--- src/rtl/lsu_mem_ctrl.sv ---
// lsu_mem_ctrl: load/store unit bridging the single-cycle core to a synchronous data RAM and an IO port.
// Ports: clk/rst (sync, active-low); core side i_mem_read, i_mem_write, i_addr, i_wdata, o_rdata, o_stall, o_fault;
// RAM side o_ram_en, o_ram_we, o_ram_addr, o_ram_wdata, i_ram_rdata; IO side o_io_req, o_io_we, o_io_addr,
// o_io_wdata, i_io_ack, i_io_rdata. Optional macro LSU_IO_TIMEOUT_EN adds an IO wait timeout of TIMEOUT cycles.
module lsu_mem_ctrl #(
    parameter int ADDR_W = 10,
    parameter int RD_LAT = 1
`ifdef LSU_IO_TIMEOUT_EN
    , parameter int TIMEOUT = 255
`endif
) (
    input  logic              clk,
    input  logic              rst,
    input  logic              i_mem_read,
    input  logic              i_mem_write,
    input  logic [31:0]       i_addr,
    input  logic [31:0]       i_wdata,
    output logic [31:0]       o_rdata,
    output logic              o_stall,
    output logic              o_fault,
    output logic              o_ram_en,
    output logic              o_ram_we,
    output logic [ADDR_W-1:0] o_ram_addr,
    output logic [31:0]       o_ram_wdata,
    input  logic [31:0]       i_ram_rdata,
    output logic              o_io_req,
    output logic              o_io_we,
    output logic [7:0]        o_io_addr,
    output logic [31:0]       o_io_wdata,
    input  logic              i_io_ack,
    input  logic [31:0]       i_io_rdata
);
    typedef enum logic [2:0] {IDLE, RAM_ACC, RAM_WAIT, IO_REQ, DONE} state_t;
    // One word-index register serves both the RAM address and the 8-bit IO index
    localparam int AW = ADDR_W > 8 ? ADDR_W : 8;
    state_t state_q, state_d;
    logic [AW-1:0] wa_q, wa_d;
    logic [31:0] wdata_q, wdata_d, rdata_q, rdata_d;
    logic we_q, we_d, fault_q, fault_d;
    logic ram_en_q, ram_en_d, ram_we_q, ram_we_d, io_req_q, io_req_d;
    logic [2:0] cnt_q, cnt_d;
`ifdef LSU_IO_TIMEOUT_EN
    localparam int TW = $clog2(TIMEOUT + 1) > 8 ? $clog2(TIMEOUT + 1) : 8;
    logic [TW-1:0] tmo_q, tmo_d;
`endif
    logic req, ram_hit, io_hit, bad;
    assign req     = i_mem_read | i_mem_write;
    assign ram_hit = i_addr[31:28] == 4'h0 && (i_addr[27:0] >> (ADDR_W + 2)) == 28'd0;
    assign io_hit  = i_addr[31:28] == 4'h1 && i_addr[27:10] == 18'd0;
    assign bad     = (|i_addr[1:0]) | ~(ram_hit | io_hit);
    assign o_stall     = state_q == IDLE ? req : state_q != DONE;
    assign o_rdata     = rdata_q;
    assign o_fault     = fault_q;
    assign o_ram_en    = ram_en_q;
    assign o_ram_we    = ram_we_q;
    assign o_ram_addr  = wa_q[ADDR_W-1:0];
    assign o_ram_wdata = wdata_q;
    assign o_io_req    = io_req_q;
    assign o_io_we     = we_q;
    assign o_io_addr   = wa_q[7:0];
    assign o_io_wdata  = wdata_q;
    always_comb begin
        state_d  = state_q;
        wa_d     = wa_q;
        wdata_d  = wdata_q;
        we_d     = we_q;
        fault_d  = fault_q;
        rdata_d  = rdata_q;
        cnt_d    = cnt_q;
        ram_en_d = 1'b0;
        ram_we_d = 1'b0;
        io_req_d = 1'b0;
`ifdef LSU_IO_TIMEOUT_EN
        tmo_d    = '0;
`endif
        case (state_q)
            IDLE: if (req) begin
                wa_d     = i_addr[AW+1:2];
                wdata_d  = i_wdata;
                we_d     = i_mem_write;
                rdata_d  = '0;
                fault_d  = bad;
                // Strobes are registered on entry so they are clean for the whole access cycle
                ram_en_d = ~bad & ram_hit;
                ram_we_d = ~bad & ram_hit & i_mem_write;
                io_req_d = ~bad & io_hit;
                state_d  = bad ? DONE : ram_hit ? RAM_ACC : IO_REQ;
            end
            RAM_ACC: begin
                cnt_d   = 3'(RD_LAT - 1);
                state_d = we_q ? DONE : RAM_WAIT;
            end
            RAM_WAIT: if (cnt_q == 3'd0) begin
                rdata_d = i_ram_rdata;
                state_d = DONE;
            end else begin
                cnt_d = cnt_q - 3'd1;
            end
            IO_REQ: if (i_io_ack) begin
                rdata_d = we_q ? 32'd0 : i_io_rdata;
                state_d = DONE;
`ifdef LSU_IO_TIMEOUT_EN
            end else if (tmo_q == TW'(TIMEOUT - 1)) begin
                fault_d = 1'b1;
                state_d = DONE;
            end else begin
                io_req_d = 1'b1;
                tmo_d    = tmo_q + 1'b1;
            end
`else
            end else begin
                io_req_d = 1'b1;
            end
`endif
            DONE:    state_d = IDLE;
            default: state_d = IDLE;
        endcase
    end
    always_ff @(posedge clk) begin
        if (!rst) begin
            state_q  <= IDLE;
            wa_q     <= '0;
            wdata_q  <= '0;
            we_q     <= 1'b0;
            fault_q  <= 1'b0;
            rdata_q  <= '0;
            cnt_q    <= '0;
            ram_en_q <= 1'b0;
            ram_we_q <= 1'b0;
            io_req_q <= 1'b0;
`ifdef LSU_IO_TIMEOUT_EN
            tmo_q    <= '0;
`endif
        end else begin
            state_q  <= state_d;
            wa_q     <= wa_d;
            wdata_q  <= wdata_d;
            we_q     <= we_d;
            fault_q  <= fault_d;
            rdata_q  <= rdata_d;
            cnt_q    <= cnt_d;
            ram_en_q <= ram_en_d;
            ram_we_q <= ram_we_d;
            io_req_q <= io_req_d;
`ifdef LSU_IO_TIMEOUT_EN
            tmo_q    <= tmo_d;
`endif
        end
    end
endmodule

--- config.mk ---
export PLATFORM = sky130hd
export DESIGN_NAME = lsu_mem_ctrl
export DESIGN_NICKNAME = d
export VERILOG_FILES = /design/src/rtl/lsu_mem_ctrl.sv
export SDC_FILE = /design/constraint.sdc
export NUM_CORES = 1
export LEC_CHECK = 0
export ABC_AREA = 1
export ABC_CLOCK_PERIOD_IN_PS = 1500
export CAP_MARGIN = 20
export CORE_UTILIZATION = 32
export CTS_CLUSTER_SIZE = 12
export DETAILED_ROUTE_END_ITERATION = 16
export PLACE_DENSITY_LB_ADDON = 0.15
export SYNTH_ARGS = -nofsm -noshare
export SYNTH_HDL_FRONTEND = slang
export SYNTH_SLANG_ARGS = --single-unit
--- constraint.sdc ---
create_clock -name clk -period 1.5 [get_ports clk]
set_clock_uncertainty 0.1 [all_clocks]
set_input_delay 0.3 -clock clk [delete_from_list [all_inputs] [get_ports clk]]
set_output_delay 0.3 -clock clk [all_outputs]
set_load 0.01 [all_outputs]
**Word-level counts from Yosys, hierarchy flattened**

Cells that the tools add are included.

- Bits in registers: 85
- Output and inout bits: 120

- $add $sub $neg: 1
- Equality and inequality tests: 9
- Mux-type cells: 18
- Bitwise logic cells: 8
- Reductions and logical operators: 15

Operators by type and width:

| kind | number |
|---|---|
| $mux W32 | 4 |
| $pmux W32 S3 | 1 |
| $logic_not A28 Y1 | 1 |
| $logic_not A18 Y1 | 1 |
| $mux W3 | 6 |
| $pmux W3 S4 | 1 |
| $ne A2 B2 Y1 const B | 4 |
| $eq A3 B2 Y1 const B | 2 |
| $logic_not A3 Y1 | 2 |
| $pmux W3 S2 | 1 |
| $reduce_and A3 Y1 | 2 |
| $eq A4 B1 Y1 const B | 1 |
| $logic_not A4 Y1 | 1 |
| $reduce_and A2 Y1 | 2 |
| $reduce_and A4 Y1 | 1 |
| $and A1 B1 Y1 | 3 |
| $eq A3 B1 Y1 const B | 1 |
| $mux W1 | 3 |
| $ne A3 B3 Y1 const B | 1 |
| $or A1 B1 Y1 | 3 |
| $reduce_bool A3 Y1 | 1 |
| $sub A3 B1 Y3 const B | 1 |
| $logic_and A1 B1 Y1 | 2 |
| $mux W2 | 1 |
| other kinds (4) | 5 |

**Longest topological paths before layout**

- Depth in word-level cells: 9
- Gate-level depth with buffers: 10
- Gate-level depth less buffers: 10

**Worst setup path after synthesis**

OpenSTA, ideal clock, no wires.

- Path kind: reg2out
- From: register state_q[1]
- To: output o_stall
- Data arrival time: 1296 ps
- Data required time: 1100 ps
- Slack: -196 ps
- Stages on the path, launching flop included: 7
- Path through: dfxtp_1 > nor2_1 > nand2_2 > nor2_4 > clkinv_1 > clkbuf_1 > nand2_1

- Cells in the longest elaborated chain, start to end: 2
- Elaborated cells between the ends (all ways): 3

RTL lines:

| item | RTL line | text |
|---|---|---|
| start, declared | 36 | `state_t state_q, state_d;` |
| start signal, assigned | 135 | `state_q <= state_d;` |
| $ne A3 B3 Y1 / $logic_not A3 Y1 (equally long branches) | 51 | `assign o_stall = state_q == IDLE ? req : state_q != DONE;` |
| $mux W1 (*) | 51 |  |
| end, declared | 19 | `output logic o_stall,` |

Every way passes the cells marked *; elsewhere a longest branch is shown, timed or not.

**Worst setup path in the final report**

- From: register state_q[0]
- To: output o_stall

Same word-level chain as after synthesis.

==> impl_results.md <==
* Leakage at 3.23 nW
* Sink Count at 85
* CTS tree: yes
* Min Clock Period, post-route at 1.72 ns
* Buffers on Ports at 252
* Failing checks: negative setup slack
* Number of fill cells at 1047
* EDFF count, synth at 0
* Synth async-reset ratio at 0
* CP cell instances: nor2_4 -> buf_4 -> buf_4 -> buf_4 -> nand2_1 -> buf_2
* Post-route ant nets at 0
* Synthesis-to-finish area growth at 89.9%
* Clock transition at path regs at 0.06 ns
* Routed length per instance at 16.0 um
* Crit-path max cell delay at 0.36 ns
* Busiest grt layer: met2
* Initial Util at 0.327
* Yosys top cell area share at 0.457
* Vias in the first global route at 4034
* VDD IR max at 0.000718 V
* Fin crit share at 1.15
* Power Density at 946 nW/um^2
* Final Hold Viols at 0
* GR Util All Layers at 0.219
* Worst hold slack at 0.240 ns
* Initial antenna violation count at 0
* Critical path data arrival time at 1.32 ns
* Slew headroom at 0.684
* Pre-antenna DRT Iters at 4
* H-Tree Depth at 3
* First-pass GRT wire length at 20200 um
* Syn Nets at 608
* Delay-heaviest family, CP: buffers and inverters
* Most frequent cells in the layout: 121 x dlygate4sd2_1, 118 x clkdlybuf4s50_1, 97 x nor2_1
* Setup ws final at -0.223 ns
* F_max at 581 MHz
* WP data required at 1.10 ns
* CORE AREA at 11400 sq um
* Most common cell after layout, fill and taps aside: dlygate4sd2_1
* Yosys top cell by area: dfxtp_1
* Worst setup SP type: flop
* Syn avg cell area at 7.86 sq um
* Worst path bufs/invs at 4
* Placer congestion estimate at 0.745
* Hold Path Class: input port to flop
* Layout Cells excl Fill at 865
* Met3 usage at 0.0492
* Post-synth top flop: dfxtp_1
* Site Rows at 39
* Antenna cell count at 0
* CTS Buffer Depth at 2
* Cell count after synthesis at 473
* Core Util, Final at 0.621
* Total detailed-routing wirelength at 13800 um
* Most frequent CP cell: buf_4
* Inst Count DP at 828
* Status: complete, but fails checks
* Largest net degree at the start of global routing at 44
* # IOs at 253
* Cell variety after synth at 25
* Drt via density at 4.85
* Clock Latency Late Sink at 0.33 ns
* Yosys reg bits at 85
* Crit-path max FO at 4
* Die Width at 110 um
* CP Capture Type: primary output
* Final nets at 852
* DIE HEIGHT at 110 um
* Routing usage on met1 at 0.263
* Residual DRC count at 0
* Seq/Total Area, Yosys at 0.457
* Measured slew at the worst slew-check pin at 0.474 ns
* Synth area leaders: dfxtp_1 46%, nor2_1 11%, buf_4 8.1%, a32oi_1 7.5%, o21ai_0 6.6%
* Final Slew Violations at 0
* Total CTS buffers at 9
* DRT iter0 DRCs at 162
* Share of cells above drive strength 1 at 0.208
* Via count at 4195
* Critical path type: flop to primary output
* DP Wirelength at 9020 um
* Setup_tns at -4.92 ns
* Final Setup Violations at 47
* Yosys warning total at 0
* M2 GR Usage at 0.373
* CP max stage cell: dfxtp_4
* DIE AREA at 12100 sq um
* Max Cap Viol at 0
* RSZ-0062 raised after global routing: yes
* CTS root buffer: clkbuf_16
* Synthesized area at 3720 sq um
* GR Overflow Total at 0
-- worst paths after layout --
kind / startpoint / endpoint / slack (ns) / depth (start not counted)
max: state_q[0] / o_stall / -0.22 / 6
min: rst / o_rdata[12] / 0.24 / 3
max reg2reg: state_q[0] / o_rdata[16] / -0.19 / 9
min reg2reg: o_io_we / o_io_we / 0.38 / 2
-- stage by stage --
step,power [mW],cell area [sq um],setup slack [ns]
3_5_place_dp,4.21,6300,-0.620
2_1_floorplan,3.28,3770,-0.0629
6_report,6.68,7060,-0.223
4_1_cts,6.77,6980,-0.179
5_1_grt,6.97,7060,-0.278
3_3_place_gp,4.19,6300,-0.616
-- synthesized netlist by cell type, types with 3 or more instances --
library cell,number
buf_6,3
o21ai_0,49
nand4_1,3
dfxtp_1,85
buf_4,40
o21ai_1,28
clkbuf_1,25
a32oi_1,32
nor3_1,3
nand2_1,25
a21oi_1,40
buf_2,3
inv_1,14
nor2_1,107
or2_2,3
-- sequential cells by signal, indices dropped and copies added (netlist names) --
name	cells
o_rdata	32
state_q	3
o_io_wdata	32
o_ram_we	1
o_ram_en	1
o_io_req	1
o_ram_addr	10
o_fault	1
o_io_we	1
cnt_q	3
-- routing by layer --
layer | part of all wire | up-vias
li1 | - | 2067
met1 | 0.41 | 1973
met2 | 0.51 | 137
met3 | 0.056 | 18
met4 | 0.018 | 0
met5 | 0 | -
-- cell type report --
type	instances	area (sq um)	area share
timing repair buffer	304	2980	0.422
multi-input combinational	300	1800	0.255
sequential	85	1710	0.242
clock buffer	10	239	0.0338
tap	143	179	0.0253
clock inverter	6	86.3	0.0122
inverter	17	65.1	0.00921
-- what timing repair did --
action | in CTS | in global routing
resized for setup | 212 | 46
pin swaps | 15 | 24
cloned | 8 | 0
buffers inserted | 12 | 8
hold buffers | 0 | 0
endpoints found under the setup margin | 205 | 84
-- where the power goes --
group	leakage (nW)	switching, mW	internal [mW]
Combinational	2.37	0.764	0.923
Sequential	0.705	0.135	2.45
Clock	0.158	0.915	1.50
-- tightest hold or removal path: stages --
cell,delay (ns)
buf_2,0.20
o21ai_2,0.09
a21oi_1,0.04
-- kinds of logic after synthesis --
family	count (synthesis)	share of synthesized area
buffers and inverters	88	0.136
AND/OR/NAND/NOR	148	0.161
adder cells (fa/ha/maj)	2	0.00673
flip-flops	85	0.457
AO/OA/AOI/OAI	150	0.238
No activity file was read; power rests on OpenSTA's default activity.
